<file path="config.mk">
export PLATFORM = sky130hd
export DESIGN_NAME = hazard_ctrl_flat
export DESIGN_NICKNAME = d
export VERILOG_FILES = /design/src/rtl/hazard_ctrl_if.sv /design/src/rtl/hazard_ctrl.sv /design/src/flat_wrapper.sv
export SDC_FILE = /design/constraint.sdc
export NUM_CORES = 1
export LEC_CHECK = 0
export ABC_AREA = 1
export BUFFER_PORTS_ARGS = -buffer_cell sky130_fd_sc_hd__buf_2
export CAP_MARGIN = 25
export CORE_ASPECT_RATIO = 0.6
export CORE_MARGIN = 2
export CORE_UTILIZATION = 50
export DETAILED_ROUTE_END_ITERATION = 7
export PLACE_DENSITY_LB_ADDON = 0.25
export SLEW_MARGIN = 20
export SYNTH_ARGS = -nofsm -noshare
export SYNTH_HDL_FRONTEND = slang
export SYNTH_SLANG_ARGS = --single-unit
</file>
<file path="constraint.sdc">
create_clock -name clk -period 1.6 [get_ports clk]
set_clock_uncertainty 0.2 [all_clocks]
set_input_delay 0 -clock clk [delete_from_list [all_inputs] [get_ports clk]]
set_output_delay 0 -clock clk [all_outputs]
set_load 0.01 [all_outputs]
</file>
<file path="src/rtl/hazard_ctrl_if.sv">
// Hazard-control bundle between the RV32I pipeline (master) and hazard_ctrl (slave).
interface hazard_ctrl_if #(
   parameter int unsigned CNT_W = 16
);
   logic             id_valid;
   logic [4:0]       id_rs1;
   logic [4:0]       id_rs2;
   logic             id_rs1_used;
   logic             id_rs2_used;
   logic [4:0]       id_rd;
   logic             id_rd_wren;
   logic             id_is_load;
   logic             ex_br_taken;
   logic             stall_pc;
   logic             flush_ifid;
   logic             bubble_idex;
   logic             freeze;
   logic [1:0]       forward_a_sel;
   logic [1:0]       forward_b_sel;
   logic [CNT_W-1:0] stall_count;

   modport master (
      output id_valid, id_rs1, id_rs2, id_rs1_used, id_rs2_used,
             id_rd, id_rd_wren, id_is_load, ex_br_taken,
      input  stall_pc, flush_ifid, bubble_idex, freeze,
             forward_a_sel, forward_b_sel, stall_count
   );

   modport slave (
      input  id_valid, id_rs1, id_rs2, id_rs1_used, id_rs2_used,
             id_rd, id_rd_wren, id_is_load, ex_br_taken,
      output stall_pc, flush_ifid, bubble_idex, freeze,
             forward_a_sel, forward_b_sel, stall_count
   );
endinterface

</file>
<file path="src/rtl/hazard_ctrl.sv">
// Hazard unit for the 5-stage RV32I pipeline: tracks in-flight destinations, drives
// registered EX forward selects, load-use/RAW stalls, branch flushes and LSU freezes.
module hazard_ctrl #(
   parameter bit          FWD_EN    = 1'b1,
   parameter bit          RF_BYPASS = 1'b1,
   parameter int unsigned LOAD_LAT  = 1,
   parameter int unsigned CNT_W     = 16
) (
   input  logic         clk,
   input  logic         rst,
   hazard_ctrl_if.slave hz_if
);

   typedef struct packed {
      logic       valid;
      logic [4:0] rd;
      logic       wren;
      logic       load;
   } slot_t;

   localparam bit         FRZ_USED = (LOAD_LAT > 1);
   localparam logic [2:0] FRZ_LOAD = 3'(LOAD_LAT - 1);

   slot_t            r_ex, r_mem, r_wb;
   logic [2:0]       r_frz_cnt;
   logic [1:0]       r_fwd_a, r_fwd_b;
   logic [CNT_W-1:0] r_stall_cnt;

   slot_t      w_ex_nx;
   logic       w_freeze, w_src_a, w_src_b;
   logic       w_mex_a, w_mmem_a, w_mwb_a, w_mex_b, w_mmem_b, w_mwb_b;
   logic       w_ex_any, w_mem_any, w_wb_any, w_wb_only, w_load_use;
   logic       w_raw_hazard, w_stall_pc, w_flush_ifid, w_bubble_idex;
   logic [1:0] w_fwd_a_nx, w_fwd_b_nx;
   logic       w_unused;

   function automatic logic slot_match(input slot_t s, input logic [4:0] src, input logic used);
      return used & s.valid & s.wren & (s.rd == src) & (s.rd != 5'd0);
   endfunction

   function automatic logic [1:0] fwd_sel(input logic m_ex, input logic m_mem);
      logic [1:0] sel;
      if (m_ex) begin
         sel = 2'b01;
      end else if (m_mem) begin
         sel = 2'b10;
      end else begin
         sel = 2'b00;
      end
      return sel;
   endfunction

   assign w_freeze = (r_frz_cnt != 3'd0);
   assign w_src_a  = hz_if.id_valid & hz_if.id_rs1_used;
   assign w_src_b  = hz_if.id_valid & hz_if.id_rs2_used;

   assign w_mex_a  = slot_match(r_ex,  hz_if.id_rs1, w_src_a);
   assign w_mmem_a = slot_match(r_mem, hz_if.id_rs1, w_src_a);
   assign w_mwb_a  = slot_match(r_wb,  hz_if.id_rs1, w_src_a);
   assign w_mex_b  = slot_match(r_ex,  hz_if.id_rs2, w_src_b);
   assign w_mmem_b = slot_match(r_mem, hz_if.id_rs2, w_src_b);
   assign w_mwb_b  = slot_match(r_wb,  hz_if.id_rs2, w_src_b);

   assign w_ex_any   = w_mex_a | w_mex_b;
   assign w_mem_any  = w_mmem_a | w_mmem_b;
   assign w_wb_any   = w_mwb_a | w_mwb_b;
   // A WB match only matters when no newer producer already covers that source.
   assign w_wb_only  = (w_mwb_a & ~w_mex_a & ~w_mmem_a) | (w_mwb_b & ~w_mex_b & ~w_mmem_b);
   assign w_load_use = r_ex.load & w_ex_any;
   assign w_unused   = r_mem.load ^ r_wb.load;

   always_comb begin
      w_raw_hazard = 1'b0;
      if (FWD_EN) begin
         w_raw_hazard = w_load_use | ((RF_BYPASS == 1'b0) & w_wb_only);
      end else begin
         w_raw_hazard = w_ex_any | w_mem_any | ((RF_BYPASS == 1'b0) & w_wb_any);
      end
   end

   // Freeze masks everything; a taken branch beats a stall so the redirect PC loads.
   always_comb begin
      w_stall_pc    = 1'b0;
      w_flush_ifid  = 1'b0;
      w_bubble_idex = 1'b0;
      if (w_freeze) begin
         w_stall_pc    = 1'b0;
      end else if (hz_if.ex_br_taken) begin
         w_flush_ifid  = 1'b1;
         w_bubble_idex = 1'b1;
      end else if (w_raw_hazard) begin
         w_stall_pc    = 1'b1;
         w_bubble_idex = 1'b1;
      end else begin
         w_stall_pc    = 1'b0;
      end
   end

   always_comb begin
      w_ex_nx    = '0;
      w_fwd_a_nx = 2'b00;
      w_fwd_b_nx = 2'b00;
      if (w_bubble_idex) begin
         w_ex_nx = '0;
      end else begin
         w_ex_nx.valid = hz_if.id_valid;
         w_ex_nx.rd    = hz_if.id_rd;
         w_ex_nx.wren  = hz_if.id_rd_wren;
         w_ex_nx.load  = hz_if.id_is_load;
      end
      if (FWD_EN && !w_bubble_idex) begin
         w_fwd_a_nx = fwd_sel(w_mex_a, w_mmem_a);
         w_fwd_b_nx = fwd_sel(w_mex_b, w_mmem_b);
      end else begin
         w_fwd_a_nx = 2'b00;
         w_fwd_b_nx = 2'b00;
      end
   end

   always_ff @(posedge clk or negedge rst) begin
      if (!rst) begin
         r_ex    <= '0;
         r_mem   <= '0;
         r_wb    <= '0;
         r_fwd_a <= 2'b00;
         r_fwd_b <= 2'b00;
      end else if (!w_freeze) begin
         r_wb    <= r_mem;
         r_mem   <= r_ex;
         r_ex    <= w_ex_nx;
         r_fwd_a <= w_fwd_a_nx;
         r_fwd_b <= w_fwd_b_nx;
      end
   end

   // The counter is loaded on the edge that moves a load from EX into MEM.
   always_ff @(posedge clk or negedge rst) begin
      if (!rst) begin
         r_frz_cnt <= 3'd0;
      end else if (w_freeze) begin
         r_frz_cnt <= r_frz_cnt - 3'd1;
      end else if (FRZ_USED && r_ex.valid && r_ex.load) begin
         r_frz_cnt <= FRZ_LOAD;
      end
   end

   always_ff @(posedge clk or negedge rst) begin
      if (!rst) begin
         r_stall_cnt <= {CNT_W{1'b0}};
      end else if ((w_stall_pc || w_freeze) && (r_stall_cnt != {CNT_W{1'b1}})) begin
         r_stall_cnt <= r_stall_cnt + {{(CNT_W-1){1'b0}}, 1'b1};
      end
   end

   assign hz_if.stall_pc      = w_stall_pc;
   assign hz_if.flush_ifid    = w_flush_ifid;
   assign hz_if.bubble_idex   = w_bubble_idex;
   assign hz_if.freeze        = w_freeze;
   assign hz_if.forward_a_sel = r_fwd_a;
   assign hz_if.forward_b_sel = r_fwd_b;
   assign hz_if.stall_count   = r_stall_cnt;

endmodule

</file>
<file path="src/flat_wrapper.sv">
// flat-port wrapper written by rule: the top's interface ports become plain ports
module hazard_ctrl_flat 
#(
   parameter bit          FWD_EN    = 1'b1,
   parameter bit          RF_BYPASS = 1'b1,
   parameter int unsigned LOAD_LAT  = 1,
   parameter int unsigned CNT_W     = 16
)
  (clk, rst, hz_if_id_valid, hz_if_id_rs1, hz_if_id_rs2, hz_if_id_rs1_used, hz_if_id_rs2_used, hz_if_id_rd, hz_if_id_rd_wren, hz_if_id_is_load, hz_if_ex_br_taken, hz_if_stall_pc, hz_if_flush_ifid, hz_if_bubble_idex, hz_if_freeze, hz_if_forward_a_sel, hz_if_forward_b_sel, hz_if_stall_count);
  hazard_ctrl_if #(.CNT_W(CNT_W)) hz_if_i ();
  input  logic clk;
  input  logic rst;
  input wire logic [$bits(hz_if_i.id_valid)-1:0] hz_if_id_valid;
  input wire logic [$bits(hz_if_i.id_rs1)-1:0] hz_if_id_rs1;
  input wire logic [$bits(hz_if_i.id_rs2)-1:0] hz_if_id_rs2;
  input wire logic [$bits(hz_if_i.id_rs1_used)-1:0] hz_if_id_rs1_used;
  input wire logic [$bits(hz_if_i.id_rs2_used)-1:0] hz_if_id_rs2_used;
  input wire logic [$bits(hz_if_i.id_rd)-1:0] hz_if_id_rd;
  input wire logic [$bits(hz_if_i.id_rd_wren)-1:0] hz_if_id_rd_wren;
  input wire logic [$bits(hz_if_i.id_is_load)-1:0] hz_if_id_is_load;
  input wire logic [$bits(hz_if_i.ex_br_taken)-1:0] hz_if_ex_br_taken;
  output wire logic [$bits(hz_if_i.stall_pc)-1:0] hz_if_stall_pc;
  output wire logic [$bits(hz_if_i.flush_ifid)-1:0] hz_if_flush_ifid;
  output wire logic [$bits(hz_if_i.bubble_idex)-1:0] hz_if_bubble_idex;
  output wire logic [$bits(hz_if_i.freeze)-1:0] hz_if_freeze;
  output wire logic [$bits(hz_if_i.forward_a_sel)-1:0] hz_if_forward_a_sel;
  output wire logic [$bits(hz_if_i.forward_b_sel)-1:0] hz_if_forward_b_sel;
  output wire logic [$bits(hz_if_i.stall_count)-1:0] hz_if_stall_count;
  assign hz_if_i.id_valid = hz_if_id_valid;
  assign hz_if_i.id_rs1 = hz_if_id_rs1;
  assign hz_if_i.id_rs2 = hz_if_id_rs2;
  assign hz_if_i.id_rs1_used = hz_if_id_rs1_used;
  assign hz_if_i.id_rs2_used = hz_if_id_rs2_used;
  assign hz_if_i.id_rd = hz_if_id_rd;
  assign hz_if_i.id_rd_wren = hz_if_id_rd_wren;
  assign hz_if_i.id_is_load = hz_if_id_is_load;
  assign hz_if_i.ex_br_taken = hz_if_ex_br_taken;
  assign hz_if_stall_pc = hz_if_i.stall_pc;
  assign hz_if_flush_ifid = hz_if_i.flush_ifid;
  assign hz_if_bubble_idex = hz_if_i.bubble_idex;
  assign hz_if_freeze = hz_if_i.freeze;
  assign hz_if_forward_a_sel = hz_if_i.forward_a_sel;
  assign hz_if_forward_b_sel = hz_if_i.forward_b_sel;
  assign hz_if_stall_count = hz_if_i.stall_count;
  hazard_ctrl #(.FWD_EN(FWD_EN), .RF_BYPASS(RF_BYPASS), .LOAD_LAT(LOAD_LAT), .CNT_W(CNT_W)) u_core (.clk(clk), .rst(rst), .hz_if(hz_if_i));
endmodule
</file>
==> summary by stage, run 1 <==
Outcome
The flow ran to the end, but the final reports show violations. The checks that failed: negative setup slack.

Drt
The final routed DRC violation total is 0. For this run, the detailed router's first-pass iteration total came to 7. The top routing layer in use is met4. The total wirelength of the detailed-routed design is 12100 um. The amount of wire on met2 after detailed routing is 5020 um. After detailed routing, the met3 layer carries 1750 um of wire. Once detail routing completed, the nets flagged for antenna violations numbered 0.

The detailed router's first-iteration violation count is 619. For this block, wires on met1 add up to 4210 um. The detailed-route wire length per cell is 23.0 um.

The vias after detailed routing is 3405. The number of vias per cell is 6.45.

GRT
The number of antenna violations at the first check in global routing is 0. For this run, the total global-route usage over all layers was measured as 0.338. Entering global routing, the biggest net connects 26 pins.

After global routing the overflow that remains totals 0. The wire length of the first global-routing pass is 13800 um. The number of global-route vias before repair is 2767.

Synthesis
The most used flip-flop cell after synthesis is sky130_fd_sc_hd__dfrtp_1. During synthesis, Yosys emitted a total of 0 warnings. Yosys mapped a number of flops with a built-in enable equal to 0. The async set-or-reset flop fraction in the synthesized netlist is 1.00.

The average cell area after synthesis is 7.29 um2. The proportion of synthesized chip area in sequential cells is 0.401. Counting distinct cell types in the post-synthesis netlist gives 33. The number of nets handed over by synthesis was 351. The total standard cell area after synthesis is 0.00237 mm2. Synthesis produced a netlist whose cell count is 325. The register bit count reported by yosys is 38.

Critical path
Along the worst path, the maximum fanout reaches 6. The worst reg-to-reg setup slack is -580 ps. For this run, the slowest stage of the critical path takes 460 ps. The worst endpoint required time is 1600 ps.

In this run the critical register-to-register path is captured at u_core.hz_if.forward_a_sel[0]. The kind of end point of the critical path is a flip-flop. The critical path goes through nor2_2, nand2_2, nor2_4, nor2_2, nand2_2, nand2_2, nand2_4, nand2_8, buf_12, buf_16, o21ai_1.

Tracing the worst setup path back leads to its startpoint at u_core.r_ex[2]. The type of the worst setup path is reg -> reg. The length in cells of the worst reg-to-reg path is 11.

The critical register-to-register path startpoint is u_core.r_ex[2]. Data arrives at the worst endpoint at 2180 ps. The largest individual stage delay along the critical path comes from the cell sky130_fd_sc_hd__dfrtp_2. The dominant cell type by count on the critical path is sky130_fd_sc_hd__nand2_2.

STA classifies the critical path startpoint as a flip-flop.

Hold path
In this run the most critical hold path is launched from hz_if_id_rs1[1]. The class of the tightest hold or removal check is in -> reg. For hold timing, the worst endpoint is u_core.hz_if.forward_a_sel[1].

The worst hold path passes through 5 cells.

Floorplanning
In this run the vertical extent of the chip is 57.3 um. The floorplan has 19 rows. 47 I/O pins were placed. The initial core utilization is 0.519. The die covers 0.00532 mm2. After floorplanning, the core was sized to cover 0.00456 mm2.

The die is 92.9 um wide.

Place
The detailed placer's ending HPWL is 5120 um. In this run the cell area measured after placement is 0.00312 mm2. Routability-driven placement finished with a final weighted congestion of 0.933. In this run the tool buffered the top-level ports with 46 buffer cells.

Cells and area
The finished cells cover 0.00396 mm2. The area added between synthesis and finish is 67.2%. In the final layout, the share of cells above drive strength 1 is 0.516. The final layout contains 490 nets. 0 antenna diodes ended up in the layout.

Clocking
The number of H-tree levels is 2. TritonCTS built the clock tree. The clock tree root driver cell is sky130_fd_sc_hd__clkbuf_8. Clock tree synthesis found a total of 38 sinks. The number of buffers created by CTS is 5. The clock insertion delay at the later pin of the skew report is 300 ps. In this run the deepest clock path goes through 2 buffers.

After clock tree synthesis, the clock-pin slew on the worst setup and hold paths is 70 ps.

Timing
The tightest slew margin relative to the limit is 0.583. At the pin with the least slew margin, the transition time is 625 ps. Setup violations remaining at the end of the flow were counted as 32. The period utilization is 1.36. The number of max-slew violations in the final report is 0.

Static timing analysis puts the maximum clock frequency at 459 MHz. The worst hold slack across all endpoints is 16.0 ps. Setup repair after global routing could not meet its margin everywhere. The clock period minus worst slack is 2180 ps. The total count of hold-check failures in the final report came to 0. The setup slack after layout is -580 ps.

Pwr
VDD sags by at most 0.000564 V. The analysis attributes to cell leakage a power of 0.00194 uW. Dividing total power by cell area gives a power density of 524 mW/mm2. The design draws 2080 uW.

Job
Max-cap violations in this run came to 0.
## routing by layer
metal  vias to the layer above  global-route usage
met3                       142              0.0647
met5                         -                   0
met2                       392               0.534
met1                      1540               0.460
met4                         0               0.151
li1                       1331                   -
## metrics by stage
stage | util | TNS [ps] | worst slack, ps | instances
after CTS | 0.785 | -5830 | -252 | 519
after floorplan | - | -663 | -55.4 | 325
final | 0.868 | -14640 | -580 | 528
after global routing | 0.868 | -14870 | -715 | 528
after detailed placement | 0.683 | -6280 | -300 | 477
after global placement | 0.683 | -5080 | -231 | 477
## layout by cell type (no fill, tap or decap), types with 2 or more instances in the layout
| cell | count |
|---|---|
| sky130_fd_sc_hd__nand2_2 | 26 |
| sky130_fd_sc_hd__nor2_2 | 10 |
| sky130_fd_sc_hd__inv_4 | 3 |
| sky130_fd_sc_hd__nand2_4 | 2 |
| sky130_fd_sc_hd__o21ai_0 | 9 |
| sky130_fd_sc_hd__o22ai_2 | 6 |
| sky130_fd_sc_hd__clkbuf_8 | 5 |
| sky130_fd_sc_hd__nor3_1 | 3 |
| sky130_fd_sc_hd__inv_1 | 28 |
| sky130_fd_sc_hd__buf_2 | 43 |
| sky130_fd_sc_hd__dlygate4sd3_1 | 11 |
| sky130_fd_sc_hd__buf_8 | 2 |
| sky130_fd_sc_hd__nand3_4 | 5 |
| sky130_fd_sc_hd__nand4_1 | 23 |
| sky130_fd_sc_hd__dfrtp_2 | 8 |
| sky130_fd_sc_hd__a21oi_1 | 4 |
| sky130_fd_sc_hd__xnor2_2 | 4 |
| sky130_fd_sc_hd__nand3_2 | 12 |
| sky130_fd_sc_hd__buf_4 | 68 |
| sky130_fd_sc_hd__xnor2_1 | 6 |
| sky130_fd_sc_hd__buf_6 | 11 |
| sky130_fd_sc_hd__nand2_1 | 81 |
| sky130_fd_sc_hd__dfrtp_1 | 30 |
| sky130_fd_sc_hd__ha_4 | 2 |
| sky130_fd_sc_hd__nand3_1 | 4 |
| sky130_fd_sc_hd__inv_2 | 11 |
| sky130_fd_sc_hd__buf_12 | 4 |
| sky130_fd_sc_hd__clkbuf_1 | 3 |
| sky130_fd_sc_hd__o21ai_1 | 3 |
| sky130_fd_sc_hd__xor2_1 | 5 |
| sky130_fd_sc_hd__nor2_1 | 11 |
| sky130_fd_sc_hd__nor2_4 | 8 |
## cells by family after synthesis
| logic type | Yosys count | synth area share |
|---|---|---|
| flip-flops | 38 | 0.401 |
| AND/OR/NAND/NOR | 190 | 0.370 |
| XOR/XNOR | 15 | 0.0554 |
| buffers and inverters | 52 | 0.0950 |
| AO/OA/AOI/OAI | 27 | 0.0628 |
| adder cells (fa/ha/maj) | 3 | 0.0158 |
## worst max-delay path: cells and delay by family, from the launching register on
family	cells	cell delay [ps]
and+or+nand+nor	8	950
DFF	1	460
AOI/OAI and AO/OA	1	190
buffers and inverters	2	260
## synth_stat cells, types with 2 or more instances
cell / number / area, um2
sky130_fd_sc_hd__buf_2: 3 / 15.0
sky130_fd_sc_hd__xor2_1: 5 / 43.8
sky130_fd_sc_hd__clkbuf_1: 2 / 7.51
sky130_fd_sc_hd__a21oi_1: 6 / 30.0
sky130_fd_sc_hd__inv_1: 35 / 131
sky130_fd_sc_hd__dfrtp_1: 38 / 951
sky130_fd_sc_hd__nand3_2: 5 / 50.1
sky130_fd_sc_hd__o21ai_0: 9 / 45.0
sky130_fd_sc_hd__nor2_1: 22 / 82.6
sky130_fd_sc_hd__ha_1: 3 / 37.5
sky130_fd_sc_hd__nor3_1: 3 / 15.0
sky130_fd_sc_hd__xnor2_1: 10 / 87.6
sky130_fd_sc_hd__buf_6: 2 / 22.5
sky130_fd_sc_hd__o21ai_1: 4 / 20.0
sky130_fd_sc_hd__nand4_1: 23 / 144
sky130_fd_sc_hd__inv_2: 7 / 26.3
sky130_fd_sc_hd__nand2_1: 107 / 402
sky130_fd_sc_hd__nand3_1: 16 / 80.1
sky130_fd_sc_hd__nor2_2: 6 / 37.5
sky130_fd_sc_hd__o22ai_1: 6 / 37.5
## sequential cells by signal, summed over array words and instances, names as in the netlist
register	flops
u_core.hz_if.forward_b_sel	2
u_core.r_ex	8
u_core.hz_if.forward_a_sel	2
u_core.r_mem	7
u_core.hz_if.stall_count	16
u_core.r_frz_cnt	3
## power breakdown
part,internal [uW],total [uW],switching [uW]
logic,169,395,226
registers,980,1010,34.7
clock network,310,667,357
total,1460,2080,617
## what timing repair did
action / 4_1_cts / 5_1_grt
resized for setup: 18 / 81
cloned: 2 / 0
hold endpoints to repair: 47 / 0
setup buffers: 23 / 10
hold buffers: 11 / 0
pin swaps: 11 / 26
setup endpoints to repair: 32 / 34
## final cells by class
| type | count | area [um2] |
|---|---|---|
| fill | 222 | 603 |
| clock buffer | 8 | 80.1 |
| multi-input combinational | 236 | 1580 |
| tap | 63 | 78.8 |
| sequential | 38 | 961 |
| inverter | 43 | 169 |
| timing repair buffer | 140 | 1100 |
## worst max-delay path by stage
stage,end,slack (ps),depth (start not counted)
after floorplan,u_core.hz_if.stall_count[3],-60,9
after global placement,u_core.hz_if.stall_count[3],-230,12
after detailed placement,u_core.hz_if.stall_count[1],-300,12
after CTS,hz_if_stall_pc,-250,9
after global routing,u_core.hz_if.stall_count[7],-720,9
final,u_core.hz_if.forward_a_sel[0],-580,11
No activity file was read; power rests on OpenSTA's default activity.
==> run 2: changes to the inputs <==
--- a/config.mk
+++ b/config.mk
@@ -12,7 +12,7 @@
 export CORE_MARGIN = 2
 export CORE_UTILIZATION = 50
 export DETAILED_ROUTE_END_ITERATION = 7
-export PLACE_DENSITY_LB_ADDON = 0.25
+export PLACE_DENSITY = 0.76
 export SLEW_MARGIN = 20
 export SYNTH_ARGS = -nofsm -noshare
 export SYNTH_HDL_FRONTEND = slang
==> run 2 against run 1 <==
  * The flow still finishes with violations (negative setup slack)
  * Die area unchanged
  * Critical path depth increased by 1
  * Combinational power decreased by 12%
  * Utilization decreased by 3.9 points
  * Cell count decreased by 3.0%
  * Worst hold slack got worse by 2.3 ps
  * Register-to-register slack got worse by 50 ps
  * Design area decreased by 4.5%
  * Largest cell class unchanged
==> summary by stage, run 2 (synthesis results as in run 1) <==
Clocking
The clock slew at the register clock pins of the worst setup and hold paths was 80 ps (about the same). The clock sink total came to 38 (unchanged). The buffer levels on the longest clock path is 2 (unchanged). The clock tree root driver cell is sky130_fd_sc_hd__clkbuf_8.

TritonCTS built the clock tree. The clock insertion delay at the later pin of the skew report is 300 ps (about the same). The number of buffers created by CTS is 5 (unchanged). The number of H-tree levels is 2 (unchanged).

Hold path
The class of the tightest hold or removal check is in -> reg.

Timing
The setup slack after layout is -628 ps (-47.1 ps). The slew at the pin with the worst max-slew slack is 515 ps (-110 ps). The timing-limited maximum frequency is 449 MHz (-2.1%). Setup repair after global routing could not meet its margin everywhere. The final total negative setup slack is -15660 ps (-1030 ps). The total count of hold-check failures in the final report came to 0 (unchanged). The clock period minus worst slack was 2230 ps (+47.1 ps). The number of max-slew violations in the final report is 0 (unchanged). The tightest slew margin relative to the limit is 0.657 (+0.0736). The number of setup violations in the final report was 32 (unchanged). The period utilization is 1.39 (+0.0294).

Floorplanning
The area of the die came to 0.00532 mm2 (unchanged). The x dimension of the die is 92.9 um (unchanged). The placement row count is 19 (unchanged). The I/O pin total is 47 (unchanged). The placeable core region is 0.00456 mm2 (unchanged). The initial core utilization is 0.519 (unchanged). The vertical die dimension came to 57.3 um (unchanged).

Outcome
The run finished, with violations left. The final reports fail on negative setup slack.

Critical path
The worst endpoint required time is 1580 ps (-20 ps). The largest incremental delay on the critical path is 360 ps (-100 ps). The data arrival time of the worst path came to 2210 ps (+30 ps). The kind of end point of the critical path is a flip-flop. The category of the worst setup path launch point is a flip-flop. The buffering stage count on the worst path with inverters included was 1 (-1). Among cell families on the critical path, the largest total delay comes from simple AND/OR/NAND/NOR gates. The biggest fanout along the worst timing path was 7 (+1). The worst reg-to-reg setup slack is -630 ps (-50 ps).

By instance count, the cell type seen most on the critical path is sky130_fd_sc_hd__nand2_1. The signal on the critical path passes through nand2_1, nor2_2, nand2_1, nor2_2, nand2_1, nand2_1, nand2_2, nand2_8, buf_12, nand3_2, nand2_1, nand2_1. The largest individual stage delay along the critical path comes from the cell sky130_fd_sc_hd__dfrtp_1.

The worst setup path is of the reg -> reg kind.

Drt
The detailed router's first-iteration violation count is 478 (-23%). The vias after detailed routing is 3097 (-9.0%). The number of vias per cell is 6.05 (-6.2%). The count of antenna-violating nets left after detailed routing is 0 (unchanged).

The total wirelength of the detailed-routed design is 9910 um (-18%). The final routed DRC violation total is 0 (unchanged). The detailed-route wire length per cell was 19.4 um (-16%). The total iterations of the first detailed-routing run came to 8 (+1).

GRT
The wire length of the first global-routing pass is 12600 um (-8.5%). The number of global-route vias before repair is 2548 (-7.9%). The maximum number of pins on one net before global-route repair is 39 (+50%). The final global-route overflow total is 0 (unchanged). The global-route usage over all layers was 0.310 (-0.0285). The number of antenna violations at the first check in global routing is 1 (+1).

Pwr
The cell internal power dissipation is 1450 uW (-0.94%). The overall power is 2020 uW (-2.9%). The relative contribution of the clock network to total power is 0.327 (+0.006). The sequential fraction of design power is 0.501 (+0.012). The portion of total power attributed to combinational logic came to 0.172 (-0.018). The static leakage is 0.00188 uW (-3.2%). The maximum VDD drop is 0.000343 V (-39%).

The net switching power figure is 570 uW (-7.7%). The fraction of power spent switching nets is 0.283 (-0.0145). The power per cell area came to 533 mW/mm2 (+1.6%).

Cells and area
The number of inserted diodes is 0 (unchanged). The top cell types in the final layout, fill and taps aside, are 91 x sky130_fd_sc_hd__nand2_1, 49 x sky130_fd_sc_hd__buf_4, 44 x sky130_fd_sc_hd__buf_2, 32 x sky130_fd_sc_hd__dfrtp_1, 29 x sky130_fd_sc_hd__inv_1. From synthesis to final layout, the design area changed by 59.7%. The number of flip-flops in the largest register is 16 (unchanged). The most common cell after layout, fill and taps aside is sky130_fd_sc_hd__nand2_1. The share of layout cells above drive strength 1 came to 0.454 (-0.0618).

The net total in the final layout was 474 (-3.3%).

Job
The number of max-cap violations is 0 (unchanged).

Place
The weighted congestion at the end of routability-driven global placement is 0.977 (+4.7%). The number of port buffers came to 46 (unchanged). The detailed placer's ending HPWL is 4960 um (-3.1%).
## run 2: cell types whose count changed in the layout (fill, tap and decap cells not counted), moves of 3 or more
cell,delta
sky130_fd_sc_hd__nand2_2,-11
sky130_fd_sc_hd__o21ai_0,-3
sky130_fd_sc_hd__buf_4,-19
sky130_fd_sc_hd__o22ai_1,+4
sky130_fd_sc_hd__nand2_1,+10
sky130_fd_sc_hd__o22ai_2,-4
sky130_fd_sc_hd__nor2_1,+6
sky130_fd_sc_hd__nor2_4,-4
sky130_fd_sc_hd__o21ai_2,+4
## run 2: layer usage
layer	vias to the layer above	global-route usage	routed length (um)
li1	1301	-	-
met4	2	0.105	616
met5	-	0	10
met1	1410	0.454	3790
met3	88	0.0898	1350
met2	296	0.444	4150
## run 2: path summary, 6_finish.rpt
kind / startpoint / endpoint / depth (start not counted)
worst max-delay path: u_core.r_ex[1] / u_core.hz_if.stall_count[9] / 12
worst min-delay path: hz_if_id_rs1[0] / u_core.hz_if.forward_a_sel[1] / 7
worst max register to register: u_core.r_ex[1] / u_core.hz_if.stall_count[9] / 12
worst min register to register: u_core.hz_if.forward_b_sel[1] / u_core.hz_if.forward_b_sel[1] / 2
max in group asynchronous: rst / u_core.r_ex[4] / 3
min in group asynchronous: rst / u_core.r_mem[4] / 3
## run 2: tightest hold or removal path, stage by stage
cell                      delay, ps
sky130_fd_sc_hd__buf_2          130
sky130_fd_sc_hd__inv_1           60
sky130_fd_sc_hd__a21oi_1         60
sky130_fd_sc_hd__nand4_1         90
sky130_fd_sc_hd__nor2_2          50
sky130_fd_sc_hd__nand3_2         50
sky130_fd_sc_hd__nand2_2         50
## run 2: timing repair
item                                    in CTS  in global routing
pin swaps                                   14                 28
endpoints found under the setup margin      32                 35
buffers inserted                            11                  8
endpoints found under the hold margin       47                  0
hold buffers                                11                  0
gates resized for setup                     31                 49
cloned                                       0                  2
## run 2: power by group through the flow
stage | clock network, uW | registers [uW] | logic [uW]
final | 659 | 1010 | 347
after CTS | 655 | 1000 | 289
after floorplan | 0 | 1010 | 117
after detailed placement | 0 | 1020 | 236
after global placement | 0 | 1020 | 234
after global routing | 697 | 1010 | 367
## run 2: through the flow
stage	hold slack [ps]	instances	setup WS (ps)	area [um2]	utilization
floorplan	-496	325	-55.4	2470	-
global placement	-114	476	-238	3110	0.681
detailed placement	-117	476	-244	3110	0.681
CTS	23.4	504	-289	3510	0.769
global route	55.0	512	-675	3780	0.829
finish	13.7	512	-628	3780	0.829
## run 2: cell type report
class                   count  area, um2
flip-flops and latches     38        958
fillers                   262        781
repair buffers            125       1010
well taps                  63       78.8
inverters                  43        169
clock buffers               8       80.1
multi-input cells         235       1490
